### src/rtl/mem_port_arbiter.sv
// IF/LSU arbiter for a single-port memory; one transaction outstanding, LSU priority with IF anti-starvation.
// Best case: request in IDLE, grant next cycle, valid on rvalid; stalls hold requesters. Watchdog: MEM_ARB_TIMEOUT_EN.
module mem_port_arbiter #(
  parameter int ADDR_W         = 32,
  parameter int DATA_W         = 32,
  parameter int STARVE_LIMIT   = 4,
  parameter int TIMEOUT_CYCLES = 64
) (
  input  logic                clk,
  input  logic                reset,
  input  logic                flush_ip,
  input  logic                if_req_ip,
  input  logic [ADDR_W-1:0]   if_addr_ip,
  output logic [DATA_W-1:0]   if_rdata_op,
  output logic                if_valid_op,
  output logic                if_stall_op,
  input  logic                lsu_req_ip,
  input  logic                lsu_we_ip,
  input  logic [DATA_W/8-1:0] lsu_be_ip,
  input  logic [ADDR_W-1:0]   lsu_addr_ip,
  input  logic [DATA_W-1:0]   lsu_wdata_ip,
  output logic [DATA_W-1:0]   lsu_rdata_op,
  output logic                lsu_valid_op,
  output logic                lsu_stall_op,
  output logic                mem_req_op,
  output logic                mem_we_op,
  output logic [DATA_W/8-1:0] mem_be_op,
  output logic [ADDR_W-1:0]   mem_addr_op,
  output logic [DATA_W-1:0]   mem_wdata_op,
  input  logic                mem_gnt_ip,
  input  logic                mem_rvalid_ip,
  input  logic [DATA_W-1:0]   mem_rdata_ip,
  output logic                bus_err_op
);
  localparam int BE_W = DATA_W / 8;
  localparam int SW   = $clog2(STARVE_LIMIT + 1);
  localparam logic [SW-1:0] STARVE_MAX = SW'(STARVE_LIMIT);

  typedef enum logic [1:0] {IDLE, REQ, RESP} state_t;

  state_t              state;
  logic                owner_lsu;
  logic                discard;
  logic [SW-1:0]       starve_cnt;
  logic                we_q;
  logic [BE_W-1:0]     be_q;
  logic [ADDR_W-1:0]   addr_q;
  logic [DATA_W-1:0]   wdata_q;

  logic                lsu_win;
  logic                done;
  logic                tmo;
  logic                finish;
  logic [DATA_W-1:0]   resp_data;

  // IF only beats the LSU once it has lost STARVE_LIMIT arbitrations in a row
  assign lsu_win = lsu_req_ip & ~(if_req_ip & (starve_cnt == STARVE_MAX));
  assign done    = (state == RESP) & mem_rvalid_ip;

`ifdef MEM_ARB_TIMEOUT_EN
  localparam int TW = $clog2(TIMEOUT_CYCLES + 1);
  localparam logic [TW-1:0] WAIT_LAST = TW'(TIMEOUT_CYCLES - 1);

  logic [TW-1:0] wait_cnt;

  always_ff @(posedge clk or posedge reset) begin
    if (reset)                         wait_cnt <= '0;
    else if (state == IDLE || finish)  wait_cnt <= '0;
    else                               wait_cnt <= wait_cnt + 1'b1;
  end

  // a genuine response in the same cycle wins over the watchdog
  assign tmo       = (state != IDLE) & ~done & (wait_cnt == WAIT_LAST);
  assign resp_data = tmo ? DATA_W'(32'hDEADBEEF) : mem_rdata_ip;
`else
  // watchdog not built: the comparison is constant false for any legal limit
  assign tmo       = (TIMEOUT_CYCLES < 0);
  assign resp_data = mem_rdata_ip;
`endif

  assign finish       = done | tmo;
  assign if_valid_op  = finish & ~owner_lsu & ~discard;
  assign lsu_valid_op = finish & owner_lsu;
  assign if_rdata_op  = if_valid_op  ? resp_data : '0;
  assign lsu_rdata_op = lsu_valid_op ? resp_data : '0;
  assign if_stall_op  = if_req_ip  & ~if_valid_op;
  assign lsu_stall_op = lsu_req_ip & ~lsu_valid_op;
  assign bus_err_op   = tmo;

  assign mem_req_op   = (state == REQ);
  assign mem_we_op    = we_q;
  assign mem_be_op    = be_q;
  assign mem_addr_op  = addr_q;
  assign mem_wdata_op = wdata_q;

  always_ff @(posedge clk or posedge reset) begin
    if (reset) begin
      state      <= IDLE;
      owner_lsu  <= 1'b0;
      discard    <= 1'b0;
      starve_cnt <= '0;
      we_q       <= 1'b0;
      be_q       <= '0;
      addr_q     <= '0;
      wdata_q    <= '0;
    end else begin
      case (state)
        IDLE: begin
          if (if_req_ip | lsu_req_ip) begin
            owner_lsu <= lsu_win;
            state     <= REQ;
            if (lsu_win) begin
              we_q    <= lsu_we_ip;
              be_q    <= lsu_be_ip;
              addr_q  <= lsu_addr_ip;
              wdata_q <= lsu_wdata_ip;
            end else begin
              we_q    <= 1'b0;
              be_q    <= '1;
              addr_q  <= if_addr_ip;
              wdata_q <= '0;
            end
            if (lsu_win & if_req_ip)
              starve_cnt <= (starve_cnt == STARVE_MAX) ? STARVE_MAX : starve_cnt + 1'b1;
            else
              starve_cnt <= '0;
          end else begin
            starve_cnt <= '0;
          end
        end
        REQ: begin
          if (flush_ip & ~owner_lsu) discard <= 1'b1;
          if (tmo) begin
            state   <= IDLE;
            discard <= 1'b0;
          end else if (mem_gnt_ip) begin
            state <= RESP;
          end
        end
        RESP: begin
          if (flush_ip & ~owner_lsu) discard <= 1'b1;
          if (finish) begin
            state   <= IDLE;
            discard <= 1'b0;
          end
        end
        default: state <= IDLE;
      endcase
    end
  end
endmodule

### config.mk
export PLATFORM = sky130hd
export DESIGN_NAME = mem_port_arbiter
export DESIGN_NICKNAME = d
export VERILOG_FILES = /design/src/rtl/mem_port_arbiter.sv
export SDC_FILE = /design/constraint.sdc
export NUM_CORES = 1
export LEC_CHECK = 0
export ABC_AREA = 1
export CAP_MARGIN = 20
export CORE_MARGIN = 10
export CORE_UTILIZATION = 31
export DETAILED_ROUTE_END_ITERATION = 7
export GPL_ROUTABILITY_DRIVEN = 0
export PLACE_DENSITY_LB_ADDON = 0.08
export SYNTH_ARGS = -nofsm -noshare
export SYNTH_HDL_FRONTEND = slang
export SYNTH_SLANG_ARGS = --single-unit
### constraint.sdc
create_clock -name clk -period 7.22 [get_ports clk]
set_input_delay 1.083 -clock clk [delete_from_list [all_inputs] [get_ports clk]]
set_output_delay 1.083 -clock clk [all_outputs]
set_load 0.02 [all_outputs]
# Yosys cells after proc, flatten, opt, wreduce, memory -nomap -nowiden
# Cells that the tools add are included.
# totals
wordCells	51
out_inout_bits	139
input_bits	140
regBits	76
# classes
reduce_logical	4
eq_ne	6
muxes	16
add_sub_neg	1
n_bitwise	16
# op_table
operator	count
$mux 32	4
$and 1x1->1	10
$mux 3	3
$mux 2	3
$pmux 2 s3	1
$not 1->1	5
$mux 4	1
$ne 2x2->1 const B	2
$add 3x1->3 const B	1
$eq 3x3->1 const B	1
$mux 1	3
$reduce_and 3->1	1
$eq 2x1->1 const B	1
$eq 2x2->1 const B	1
$logic_not 2->1	1
$ne 2x1->1 const B	1
$pmux 1 s2	1
$reduce_and 2->1	1
$reduce_bool 2->1	1
$or 1x1->1	1

# Depth between registers and ports, before layout
# depth
ltp_word	7
mapped_depth	10
depth_no_buf	7

# Worst setup path before layout
# Ideal clock, no wire load.
# synth_timing
path_type	input to output
from	input mem_rvalid_ip
to	output if_rdata_op[10]
path_stages	5
path_slack_ns	3.970
t_required_ns	6.137
arrival_ns	2.167
path_buffers	1
path_cell_list	nand2_1 nor3_2 inv_1 clkbuf_1 nor2_1
# synth_between
elab_chain_cells	4
# synth_rtl
item	line	source
start: declaration	31	input logic mem_rvalid_ip,
$and 1x1->1	58	assign done = (state == RESP) & mem_rvalid_ip;
$and 1x1->1 (2 in a row)	82	assign if_valid_op = finish & ~owner_lsu & ~discard;
net if_valid_op	15	output logic if_valid_op,
$mux 32	84	assign if_rdata_op = if_valid_op ? resp_data : '0;
end: declaration	14	output logic [DATA_W-1:0] if_rdata_op,
# The timed path passes the listed nets, and every way through them passes these cells.

# Worst setup path in the final report
# layout_timing
from	input mem_rvalid_ip
to	output if_rdata_op[28]
# layout_between
elab_chain_cells	4
# layout_rtl
item	line
$and 1x1->1	58
$and 1x1->1 (2 in a row)	82
$mux 32	84
# No other way between the ends.

==> flow_summary_export.csv <==
group,metric,value,unit
clocking,clock-sinks,76,
drt,wirelength,17400,um
synthesis,synth_top_area_share,45.9,%
timing,setup_violations,0,
run_status,status,"finished, final reports clean",
global_route,grt_max_degree,77,
synthesis,yosysWarnings,0,
drt,drt_iter0_markers,212,
global_route,grt_pass1_wl,26000,um
drt,detail_route.vias_per_cell,4.41,
synthesis,synth_seq_area_share,45.9,%
clocking,cts.clk_slew.worst_paths,0.06,ns
setup_path,start_kind,"input pin",
timing,whs,0.476,ns
clocking,ctsHoldBuffers,0,
synthesis,ys_seq_elements,76,
clocking,post_cts_resize_count,0,
clocking,clock_path_buffers,2,
timing,post-route-min-period,4.33,ns
setup_path,crit_fanout,32,
timing,drv_slew,0,
power,p_leak,0.00379,uW
flow_run,drv_cap,0,
clocking,numCtsBuffers,9,
setup_path,critical-path-slowest-cell,"clkdlybuf4s50_1",
setup_path,slowest_delay,0.65,ns
setup_path,cp.required,6.14,ns
global_route,track_usage,18.0,%
setup_path,crit_type,"in2out",
global_route,grt_pass1_vias,4493,
floorplan,num_io_pins,279,
timing,hold_violations,0,
place,portBuffers,277,
synthesis,synth_top_area_cell,"dfrtp_1",
clocking,cts_root_buf,"clkbuf_16",
timing,skew,0.00603,ns
place,dp_cells,1025,
floorplan,dieArea,18400,sq um
power,total_power,2620,uW
cells_and_area,drive_above_1_share,3.69,%
timing,worst_pin_slew,0.977,ns
timing,fin_tns_setup,0,ns
synthesis,synth_cell_types,21,
floorplan,core,13200,sq um
cells_and_area,layout.nets,1010,
place,post-place-ws,2.90,ns
drt,vias,4612,
global_route,antenna_found_initial,1,
setup_path,cp_common_cell,"clkdlybuf4s50_1",
timing,fin_crit_sh,60.0,%
floorplan,dieWidth,136,um
cells_and_area,syn_to_final_growth,79.2,%
synthesis,syn_inst,599,
setup_path,cp_cell_sequence,"clkdlybuf4s50_1 -> nand2_1 -> nor3_2 -> inv_1 -> nor2_1 -> clkdlybuf4s50_1",
synthesis,postSynthAreaPerCell,6.92,sq um
timing,layout_setup_ws,2.89,ns
floorplan,initial_core_util,31.4,%
clocking,htreeDepth,3,
drt,drc,0,
global_route,overflow,0,
clocking,insertion_delay,0.34,ns
power,p_per_area,353,nW/um^2
setup_path,arrival,3.25,ns
hold_path,hp-class,"reg2reg",
floorplan,die_height,136,um
cells_and_area,instances_no_fill,1045,
place,dp_hpwl,13800,um
synthesis,syn_area,4140,sq um
clocking,cts_tree,"built",
setup_path,end_kind,"output port",
timing,timing.fmax,231,MHz
synthesis,synth_area_leaders,"dfrtp_1 46%, nand2_1 19%, inv_1 10%, nand3_1 8.3%, nor2_1 7.2%",
floorplan,std_cell_rows,42,
clocking,cts_setup_buffers,0,
synthesis,synth_fp_nets,746,
drt,avgRoutedWirePerCell,16.6,um
power,peakVddDrop,0.173,mV
drt,ant_nets,0,
drt,drt_pre_antenna_iters,5,
timing,slew_headroom,34.8,%
timing,rsz0062_at_grt,"no",
## area by class of cell
| type | count | area [sq um] |
|---|---|---|
| fill | 1273 | 5770 |
| timing repair buffer | 285 | 2920 |
| sequential | 76 | 1900 |
| multi-input combinational | 376 | 1610 |
| inverter | 115 | 433 |
| clock buffer | 11 | 253 |
| tap | 176 | 220 |
| clock inverter | 5 | 82.6 |
| antenna | 1 | 2.50 |
## flip-flops by register name, indices dropped and copies added (netlist names)
name          cells
discard           1
mem_addr_op      32
mem_be_op         4
mem_wdata_op     32
mem_we_op         1
owner_lsu         1
starve_cnt        3
state             2
## kinds of logic after synthesis
group                      synth area share [%]
and+or+nand+nor                            35.5
AOI/OAI and AO/OA                         0.967
buffers and inverters                      15.4
adders and majority gates                  2.11
DFF                                        45.9
other                                    0.0905
## final timing paths
path | startpoint | to | slack (ns) | depth (start not counted)
setup / recovery | mem_rvalid_ip | if_rdata_op[28] | 2.89 | 6
hold / removal | mem_addr_op[1] | mem_addr_op[1] | 0.48 | 2
setup reg to reg | state[0] | mem_wdata_op[15] | 4.80 | 9
hold reg to reg | mem_addr_op[1] | mem_addr_op[1] | 0.48 | 2
max in group asynchronous | reset | mem_wdata_op[30] | 5.63 | 4
min in group asynchronous | reset | mem_wdata_op[11] | 1.02 | 3
## synth_stat cells
library cell / count
nand2_1: 208
inv_1: 113
nor2_1: 79
dfrtp_1: 76
nand3_1: 69
clkbuf_1: 9
buf_2: 8
buf_6: 8
ha_1: 7
buf_4: 4
buf_1: 3
inv_2: 2
nand3_2: 2
nand4_1: 2
o21ai_0: 2
o22ai_1: 2
a21oi_2: 1
a32oi_1: 1
conb_1: 1
nand3b_1: 1
nor3_2: 1
## layer usage
metal  GRT usage (%)  up-vias  wire, um
li1                -     2283         -
met1            20.4     2133      6840
met2            31.5      182      8710
met3            5.64       14      1600
met4            5.80        0       240
met5               0        -         0
## power by group
part | internal, uW | leakage (uW) | total [uW] | switching [uW]
clock | 323 | 0.000166 | 501 | 178
combinational | 612 | 0.00268 | 1370 | 757
sequential | 638 | 0.000939 | 753 | 115
total | 1570 | 0.00379 | 2620 | 1050
## layout by cell type, fill, tap and decap left out
| cell type | n |
|---|---|
| inv_2 | 2 |
| clkbuf_16 | 9 |
| nand4_1 | 2 |
| buf_12 | 1 |
| clkinv_2 | 2 |
| inv_1 | 112 |
| buf_2 | 1 |
| ha_1 | 7 |
| nor2_1 | 79 |
| buf_16 | 4 |
| diode_2 | 1 |
| buf_4 | 3 |
| dfrtp_1 | 76 |
| nand2_1 | 208 |
| o21ai_0 | 2 |
| bufinv_16 | 2 |
| clkdlybuf4s50_1 | 276 |
| clkinv_4 | 1 |
| conb_1 | 1 |
| a21oi_4 | 1 |
| nand3_1 | 69 |
| clkbuf_8 | 2 |
| nand3b_1 | 1 |
| nand3_2 | 2 |
| o22ai_1 | 2 |
| inv_6 | 1 |
| a32oi_1 | 1 |
| nor3_2 | 1 |
## worst max-delay path: cells and delay by family
family,cells,cell delay [ns]
buffers and inverters,3,1.61
and+or+nand+nor,3,0.54
## stage by stage
step | utilization (%) | area (sq um)
CTS | 55.6 | 7340
global placement | 52.7 | 6960
finish | 56.3 | 7420
global route | 56.3 | 7420
detailed placement | 53.1 | 7000
floorplan | - | 4140
No activity file was read; power rests on OpenSTA's default activity.
